File: src/rtl/fir_coeff_loader.sv
// fir_coeff_loader: host-writable coefficient bank that drives the serial
// coefficient-load port of the symmetric FIR filter.
// After start it clears the filter, streams bank[0..COEFF_NUM-1] and then
// issues one terminating load cycle with a zero value.
// Handshake: no valid/ready pair. A host write is accepted when wr_en=1,
// busy=0 and wr_addr<COEFF_NUM. A rejected write pulses wr_err in the next
// cycle. start is honoured only in IDLE/DONE; while busy it is dropped.
// Every output is registered and decoded from the next state, so each one
// reflects the current state with no input-to-output combinational path.
// dbg_state exposes the FSM state register.
module fir_coeff_loader #(
   parameter int COEFF_NUM   = 6,
   parameter int COEFF_WIDTH = 8,
   parameter int ADDR_WIDTH  = $clog2(COEFF_NUM)
) (
   input  logic                          clk,
   input  logic                          clr,
   input  logic                          wr_en,
   input  logic [ADDR_WIDTH-1:0]         wr_addr,
   input  logic signed [COEFF_WIDTH-1:0] wr_data,
   input  logic [ADDR_WIDTH-1:0]         rd_addr,
   output logic signed [COEFF_WIDTH-1:0] rd_data,
   input  logic                          start,
   output logic                          busy,
   output logic                          done,
   output logic                          wr_err,
   output logic                          fir_clr,
   output logic                          load,
   output logic signed [COEFF_WIDTH-1:0] coeff_value,
   output logic [2:0]                    dbg_state
);

   typedef enum logic [2:0] {
      IDLE   = 3'd0,
      CLEAR  = 3'd1,
      STREAM = 3'd2,
      TERM   = 3'd3,
      DONE   = 3'd4
   } state_t;

   localparam logic [ADDR_WIDTH-1:0] K_LAST = ADDR_WIDTH'(COEFF_NUM - 1);

   state_t                  state_q, state_d;
   logic [ADDR_WIDTH-1:0]   k_q, k_d;
   logic [COEFF_WIDTH-1:0]  bank_q [COEFF_NUM];
   logic                    busy_q, busy_d;
   logic                    done_q, done_d;
   logic                    wr_err_q, wr_err_d;
   logic                    fir_clr_q, fir_clr_d;
   logic                    load_q, load_d;
   logic [COEFF_WIDTH-1:0]  coeff_q, coeff_d;
   logic [COEFF_WIDTH-1:0]  rd_q, rd_d;
   logic [COEFF_WIDTH-1:0]  coeff_sel;
   logic                    wr_accept;

   // Write acceptance uses the registered busy flag, i.e. the current state.
   always_comb begin
      wr_accept = wr_en && !busy_q && (32'(wr_addr) < COEFF_NUM);
   end

   // Coefficient bank: cleared by reset, written only on an accepted write.
   always_ff @(posedge clk or posedge clr) begin
      if (clr) begin
         for (int i = 0; i < COEFF_NUM; i++) bank_q[i] <= '0;
      end else begin
         for (int i = 0; i < COEFF_NUM; i++) begin
            if (wr_accept && (wr_addr == ADDR_WIDTH'(i))) bank_q[i] <= wr_data;
         end
      end
   end

   // FSM and output registers.
   always_ff @(posedge clk or posedge clr) begin
      if (clr) begin
         state_q   <= IDLE;
         k_q       <= '0;
         busy_q    <= 1'b0;
         done_q    <= 1'b0;
         wr_err_q  <= 1'b0;
         fir_clr_q <= 1'b0;
         load_q    <= 1'b0;
         coeff_q   <= '0;
         rd_q      <= '0;
      end else begin
         state_q   <= state_d;
         k_q       <= k_d;
         busy_q    <= busy_d;
         done_q    <= done_d;
         wr_err_q  <= wr_err_d;
         fir_clr_q <= fir_clr_d;
         load_q    <= load_d;
         coeff_q   <= coeff_d;
         rd_q      <= rd_d;
      end
   end

   // Next state and stream index; k_q is the index presented while in STREAM.
   always_comb begin
      state_d = state_q;
      k_d     = k_q;
      case (state_q)
         IDLE:   if (start) state_d = CLEAR;
         CLEAR: begin
            state_d = STREAM;
            k_d     = '0;
         end
         STREAM: begin
            if (k_q == K_LAST) state_d = TERM;
            else               k_d     = k_q + ADDR_WIDTH'(1);
         end
         TERM:   state_d = DONE;
         // start wins over a simultaneous write; the write still lands first.
         DONE: begin
            if (start)          state_d = CLEAR;
            else if (wr_accept) state_d = IDLE;
         end
         default: state_d = IDLE;
      endcase
   end

   // Output decode from the next state so registered outputs track state_q.
   always_comb begin
      coeff_sel = '0;
      rd_d      = '0;
      for (int i = 0; i < COEFF_NUM; i++) begin
         if (k_d == ADDR_WIDTH'(i))     coeff_sel = bank_q[i];
         if (rd_addr == ADDR_WIDTH'(i)) rd_d      = bank_q[i];
      end
      busy_d    = (state_d == CLEAR) || (state_d == STREAM) || (state_d == TERM);
      done_d    = (state_d == DONE);
      fir_clr_d = (state_d == CLEAR);
      load_d    = (state_d == STREAM) || (state_d == TERM);
      coeff_d   = (state_d == STREAM) ? coeff_sel : '0;
      wr_err_d  = wr_en && !wr_accept;
   end

   assign busy        = busy_q;
   assign done        = done_q;
   assign wr_err      = wr_err_q;
   assign fir_clr     = fir_clr_q;
   assign load        = load_q;
   assign coeff_value = coeff_q;
   assign rd_data     = rd_q;
   assign dbg_state   = state_q;

endmodule

File: config.mk
export PLATFORM = sky130hd
export DESIGN_NAME = fir_coeff_loader
export DESIGN_NICKNAME = d
export VERILOG_FILES = /design/src/rtl/fir_coeff_loader.sv
export SDC_FILE = /design/constraint.sdc
export NUM_CORES = 1
export LEC_CHECK = 0
export CAP_MARGIN = 5
export CORE_MARGIN = 5
export CORE_UTILIZATION = 25
export DETAILED_ROUTE_END_ITERATION = 12
export PLACE_DENSITY = 0.52
export SYNTH_ARGS = -nofsm -noshare
export SYNTH_HDL_FRONTEND = slang
export SYNTH_SLANG_ARGS = --single-unit
File: constraint.sdc
create_clock -name clk -period 7.6 [get_ports clk]
set_input_delay 1.9 -clock clk [delete_from_list [all_inputs] [get_ports clk]]
set_output_delay 1.9 -clock clk [all_outputs]
set_load 0.05 [all_outputs]
==> results.md, run 1 <==
- Asr flop ratio synth: 100%
- CP cell instances: clkdlybuf4s50_1
- Cell area after synthesis: approximately 3600 um^2
- Top FF cell, synth: dfrtp_1
- Via count: between 2000 and 3000
- Switching Fraction: between 30% and 40%
- Final WL: around 9400 um
- WS Path Type: reg2out
- Largest buffer count on any clock path: 2
- Final Instance Area: between 4000 and 5000 um^2
- Clk pwr share: between 20% and 30%
- Final antenna-violating net count: 0
- Layout cells sized above 1: a little under a quarter
- Yosys warning count: 0
- Crit path depth: 1
- CP arrival: roughly 1.8 ns
- Top-count cell post-synth: dfrtp_1
- Clock latency on the worst-skew pair: 0.34 ns
- Int Pwr: 1.35 mW
- Fin. Hold Viols: 0
- Hold Path End: rd_data[4]$_DFF_PP0_
- Critical Path Max Stage Delay: ~0.90 ns
- Fmax: between 200 and 300 MHz
- Reg2reg setup slack: 4.96 ns
- Hold path depth: 2
- Nets: 355
- Antenna fix cells: 0
- Reg power frac: between 30% and 40%
- Vias/cell: approximately 4.9
- Wire length of the first global-routing pass: about 15000 um
- Max IR drop VDD: about 0.17 mV
- Worst hold slack: approximately 0.52 ns
- Vias in the first global route: roughly 2600
- Post-CTS Setup Inserts: 0
- Combinational group share of total power: approximately two fifths
- Port buffer count: around 40
- CTS root buf: clkbuf_16
- Clk slew on worst S/H paths: around 0.06 ns
- Boundary pin count: 42
- Die area: 17000 um^2
- Slowest CP cell: clkdlybuf4s50_1
- Initial antenna violation count: 0
- Max Slew Vio Count: 0
- Area of the core: about 14000 um^2
- LEAKAGE: about 2.0 nW
- Placed instance count: approximately 510
- Final WS setup: between 3 and 4 ns
- Die X: around 130 um
- Number of synthesized flops with an enable pin: 0
- Setup Viol. Count Final: 0
- Top-area cell type share of the netlist area: between 50% and 60%
- Hold Buf Count CTS: 0
- Htree depth: 3
- Synth area leader: dfrtp_1
- Worst slew pin tran: 1.07 ns
- Max_cap viols: 0
- Synth top area cells: dfrtp_1 (52%), mux2_2 (15%), mux2i_1 (10%)
- Die Ht: roughly 130 um
- Syn_area_per_cell: 12.3 um^2
- CP required: roughly 5.7 ns
- Final Instance Count excl. Fillers: 524
- CP Capture Type: output pin
- Initial Util: about a quarter
- Worst slew margin: roughly 28%
- All-layer global routing usage: between 10% and 20%
- CTS sink cnt: 75
- Post-route setup TNS: 0 ns
- Synthesized flop and latch total: 75
- Sequential-to-total area share from yosys stat: roughly 52%
- Distinct cell type count after synthesis: between 40 and 50
- R2R Path Start: k_q[0]$_DFF_PP0_
- Place WS: 3.55 ns
- Buffers & Inverters on Critical Path: 1
- PwrDens: roughly 460 nW/um^2
- Cell Rows: 44
- GPL Wtd Cong: about 0.76
- Initial drt markers: 140
- Syn-to-layout area delta: 26.8%
- R2r endpoint: coeff_value[3]$_DFF_PP0_
- TritonCTS Buffers: 9
- Routed wire per std cell: 17.9 um
- CTS tree: yes
- Delay-heaviest family, CP: buffers and inverters
- Reg2Reg Depth: 8
- Post-Syn Instances: approximately 300
- Crit start category: flop
- Status: finished clean
- Clock skew: roughly 0.0096 ns
- Total grt overflow: 0
- Worst Hold Class: reg2reg
- Period utilization: roughly half
- Drt pass-1 iters: 4
- Min cycle time layout: 3.73 ns
- Largest net degree at the start of global routing: between 70 and 80
- Worst Hold Launch: bank_q[28]$_DFFE_PP0P_
- Cell area after placement: about 4200 um^2
- HPWL after DPL: between 6000 and 7000 um
- Top cells by count, synth: dfrtp_1 (75), mux2_2 (49), mux2i_1 (38)
- Worst-path fanout max: 16
- Switching power: approximately 0.77 mW
- DR DRC count: 0
- Syn_nets: between 300 and 400
- Post-CTS sizing: 0
- RSZ-0062 raised after global routing: no
registers in the layout, summed over array words and instances (netlist names):
register     flops
k_q              3
rd_data          8
fir_clr          1
wr_err           1
busy             1
done             1
coeff_value      8
dbg_state        3
bank_q          48
load             1
worst max-delay path by stage:
stage | from | endpoint | slack (ns)
2_1_floorplan | clr | bank_q[0]$_DFFE_PP0P_ | 3.79
3_3_place_gp | wr_en | bank_q[28]$_DFFE_PP0P_ | 3.58
3_5_place_dp | wr_en | bank_q[33]$_DFFE_PP0P_ | 3.55
4_1_cts | dbg_state[2]$_DFF_PP0_ | dbg_state[2] | 3.84
5_1_grt | dbg_state[2]$_DFF_PP0_ | dbg_state[2] | 3.77
6_report | dbg_state[2]$_DFF_PP0_ | dbg_state[2] | 3.87
logic make-up after synthesis:
family	share of synthesized area, %
flops	51.7
simple gates	9.20
buf+inv	3.10
compound gates	8.62
fa+ha+maj	0.689
mux	26.7
final cells by class:
| class | instances | area (um^2) |
|---|---|---|
| Clock buffer | 10 | 239 |
| Clock inverter | 6 | 159 |
| Fill cell | 1425 | 9760 |
| Inverter | 6 | 25.0 |
| Multi-Input combinational cell | 199 | 1640 |
| Sequential cell | 75 | 1880 |
| Tap cell | 184 | 230 |
| Timing Repair Buffer | 44 | 433 |
layout by cell type, fill, tap and decap left out, types with 2 or more instances in the layout:
cell type / instances
mux2i_1: 38
nand2b_1: 6
clkbuf_16: 9
clkdlybuf4s50_1: 41
nor2_1: 16
nand2_1: 17
o2bb2ai_1: 5
bufinv_16: 5
inv_1: 3
and2_1: 4
buf_4: 3
o21a_1: 3
o221ai_1: 9
o22ai_1: 3
o21ai_0: 4
a211o_1: 2
dfrtp_1: 75
inv_2: 2
nand4b_1: 4
a21oi_1: 10
ha_1: 2
nor3_1: 4
mux2_2: 49
nand3_1: 6
power groups by stage:
| stage | sequential, mW | combinational (mW) | clock (mW) |
|---|---|---|---|
| after detailed placement | 0.720 | 0.856 | 0 |
| final | 0.712 | 0.852 | 0.564 |
| after global routing | 0.739 | 0.921 | 0.593 |
| after CTS | 0.713 | 0.859 | 0.580 |
| after floorplan | 0.815 | 0.534 | 0 |
| after global placement | 0.717 | 0.845 | 0 |
per-stage QoR:
step / utilization (%) / power (mW)
final: 32.0 / 2.13
after global routing: 32.0 / 2.25
after CTS: 32.0 / 2.15
after detailed placement: 29.3 / 1.58
after global placement: 29.3 / 1.56
after floorplan: - / 1.35
layer usage:
layer	vias to the layer above	global-route usage (%)	share of wire, %
met2	83	19.1	48
met1	1281	14.8	44
met4	0	3.87	2.5
met3	28	3.21	4.9
met5	-	0	0
li1	1157	-	-
Power figures use the tool's default switching activity.
==> run 2: changes to the inputs <==
==> constraint.sdc (replaced) <==
create_clock -name clk -period 3.5 [get_ports clk]
set_input_delay 0.875 -clock clk [delete_from_list [all_inputs] [get_ports clk]]
set_output_delay 0.875 -clock clk [all_outputs]
set_load 0.05 [all_outputs]
==> run 2 against run 1 <==
Power increased by 110%. Largest power group unchanged. Critical path depth is the same. Routed wire length is 1.4% higher. First-iteration DRC count unchanged. Global-route usage rose by 0.21 points.
==> results.md, run 2 (synthesis gave the netlist of run 1 again) <==
- Post-CTS Setup Inserts: 0 (unchanged)
- Area of the core: 14400 um^2 (unchanged)
- Worst-path fanout max: 16 (unchanged)
- CTS sink cnt: 75 (unchanged)
- Grt met3 use: 3.17% (was 3.21%)
- Post-CTS sizing: 0 (unchanged)
- Fmax: 368 MHz
- Initial drt markers: 140 (unchanged)
- Via count: 2541 (was 2549)
- Cell Rows: 44 (unchanged)
- Clk slew on worst S/H paths: 0.06 ns (about the same)
- Die X: 131 um (unchanged)
- Commonest non-fill, non-tap cells in the layout: dfrtp_1 (75), mux2_2 (49), clkdlybuf4s50_1 (41), mux2i_1 (38), nand2_1 (17) (unchanged)
- Delay-heaviest family, CP: buffers and inverters (unchanged)
- CP arrival: 1.84 ns (was 1.83 ns)
- Power Total: 4.46 mW (was 2.13 mW)
- Critical Path Max Stage Delay: 0.89 ns (was 0.90 ns)
- Max Slew Vio Count: 0 (unchanged)
- TritonCTS Buffers: 9 (unchanged)
- Largest net degree at the start of global routing: 35 (was 76)
- GPL Wtd Cong: 0.818 (was 0.758)
- CP required: 2.62 ns (was 5.70 ns)
- Initial Util: 25.3% (unchanged)
- Status: finished clean (unchanged)
- Commonest non-fill, non-tap cell in the layout: dfrtp_1 (unchanged)
- Clk pwr share: 22.8% (was 26.5%)
- Combinational group share of total power: 42.0% (was 40.0%)
- Layout cells sized above 1: 25.4% (was 23.2%)
- Period utilization: between 70% and 80%
- DR DRC count: 0 (unchanged)
- GR Util met2: 18.0% (was 19.1%)
- Htree depth: 3 (unchanged)
- HPWL after DPL: 6730 um (was 6180 um)
- Met1 Use GR: 15.3% (was 14.8%)
- Post-route setup TNS: 0 ns (unchanged)
- CP cell instances: clkdlybuf4s50_1 (unchanged)
- Clock latency on the worst-skew pair: 0.34 ns (about the same)
- Routed wire per std cell: 17.8 um (was 17.9 um)
- Worst slew margin: 62.6% (was 27.9%)
- Final WL: 9520 um (was 9390 um)
- Clock skew: 0.00705 ns (was 0.00963 ns)
- Slowest CP cell: clkdlybuf4s50_1 (unchanged)
- Antenna fix cells: 0 (unchanged)
- GRT busiest layer: met2 (unchanged)
- Fin. Hold Viols: 0 (unchanged)
- Total grt overflow: 0 (unchanged)
- Die area: 17000 um^2 (unchanged)
- Switching Fraction: 38.4% (was 36.4%)
- CP Capture Type: output pin (unchanged)
- LEAKAGE: 2.02 nW (was 2.00 nW)
- Largest reg by FF count: bank_q (unchanged)
- Switching power: 1.71 mW (was 0.774 mW)
- Worst Hold Class: reg2reg (unchanged)
- Worst slew pin tran: 0.560 ns (was 1.07 ns)
- Hold Buf Count CTS: 0 (unchanged)
- Reg power frac: 35.2% (was 33.4%)
- Die Ht: 131 um (unchanged)
- All-layer global routing usage: 11.8% (was 11.6%)
- Initial antenna violation count: 0 (unchanged)
- Fillers: 1412 (was 1425)
- Int Pwr: 2.75 mW (was 1.35 mW)
- Setup Viol. Count Final: 0 (unchanged)
- PwrDens: 964 nW/um^2 (was 462 nW/um^2)
- Syn-to-layout area delta: 27.5% (was 26.8%)
- RSZ-0062 raised after global routing: no (unchanged)
- Nets: 366 (was 355)
- Vias/cell: 4.75 (was 4.86)
- Final antenna-violating net count: 0 (unchanged)
- CTS tree: yes (unchanged)
- Max_cap viols: 0 (unchanged)
- Max IR drop VDD: 0.353 mV (was 0.169 mV)
- Port buffer count: 41 (unchanged)
- Boundary pin count: 42 (unchanged)
- Buffers & Inverters on Critical Path: 1 (unchanged)
- Drt pass-1 iters: 4 (unchanged)
- WS Path Type: reg2out (unchanged)
- Wire length of the first global-routing pass: 14900 um (was 15000 um)
- Crit start category: flop (unchanged)
- Largest buffer count on any clock path: 2 (unchanged)
- CTS root buf: clkbuf_16 (unchanged)
- Vias in the first global route: 2575 (was 2611)
- Min cycle time layout: 2.71 ns
- Max FFs per register: 48 (unchanged)
-- run 2: power groups by stage --
| stage | Sequential (mW) | Clock (mW) | Combinational (mW) |
|---|---|---|---|
| floorplan | 1.77 | 0 | 1.16 |
| global placement | 1.59 | 0 | 1.85 |
| detailed placement | 1.59 | 0 | 1.89 |
| CTS | 1.58 | 1.05 | 1.90 |
| global route | 1.63 | 1.08 | 2.02 |
| finish | 1.57 | 1.02 | 1.88 |
-- run 2: metal layers --
layer / share of wire [%] / routed length [um]
met2: 47 / 4480
met1: 44 / 4200
met3: 4.9 / 467
met4: 3.9 / 374
met5: 0 / 0
-- run 2: cell type report --
cell class / instances / area, um^2 / share of cell area [%]
Inverter: 6 / 25.0 / 0.541
Clock inverter: 5 / 85.1 / 1.84
Tap cell: 184 / 230 / 4.97
Multi-Input combinational cell: 199 / 1640 / 35.5
Timing Repair Buffer: 55 / 528 / 11.4
Sequential cell: 75 / 1880 / 40.5
Clock buffer: 11 / 243 / 5.24
-- run 2: final timing paths --
kind,from,to,slack (ns),cells after the start
worst max-delay path,dbg_state[2]$_DFF_PP0_,dbg_state[2],0.79,1
worst min-delay path,bank_q[24]$_DFFE_PP0P_,rd_data[0]$_DFF_PP0_,0.53,2
worst max register to register,k_q[0]$_DFF_PP0_,coeff_value[2]$_DFF_PP0_,1.26,7
worst min register to register,bank_q[24]$_DFFE_PP0P_,rd_data[0]$_DFF_PP0_,0.53,2
max in group asynchronous,clr,bank_q[29]$_DFFE_PP0P_,1.97,3
min in group asynchronous,clr,load$_DFF_PP0_,0.87,2
-- run 2: stage by stage --
step	utilization, %	std cells	hold WS, ns	area, um^2	setup slack (ns)
after floorplan	-	296	0.469	3630	0.715
after global placement	29.9	519	0.503	4300	0.852
after detailed placement	29.9	519	0.511	4300	0.821
after CTS	32.2	535	0.530	4630	0.767
after global routing	32.2	535	0.553	4630	0.713
final	32.2	535	0.528	4630	0.785
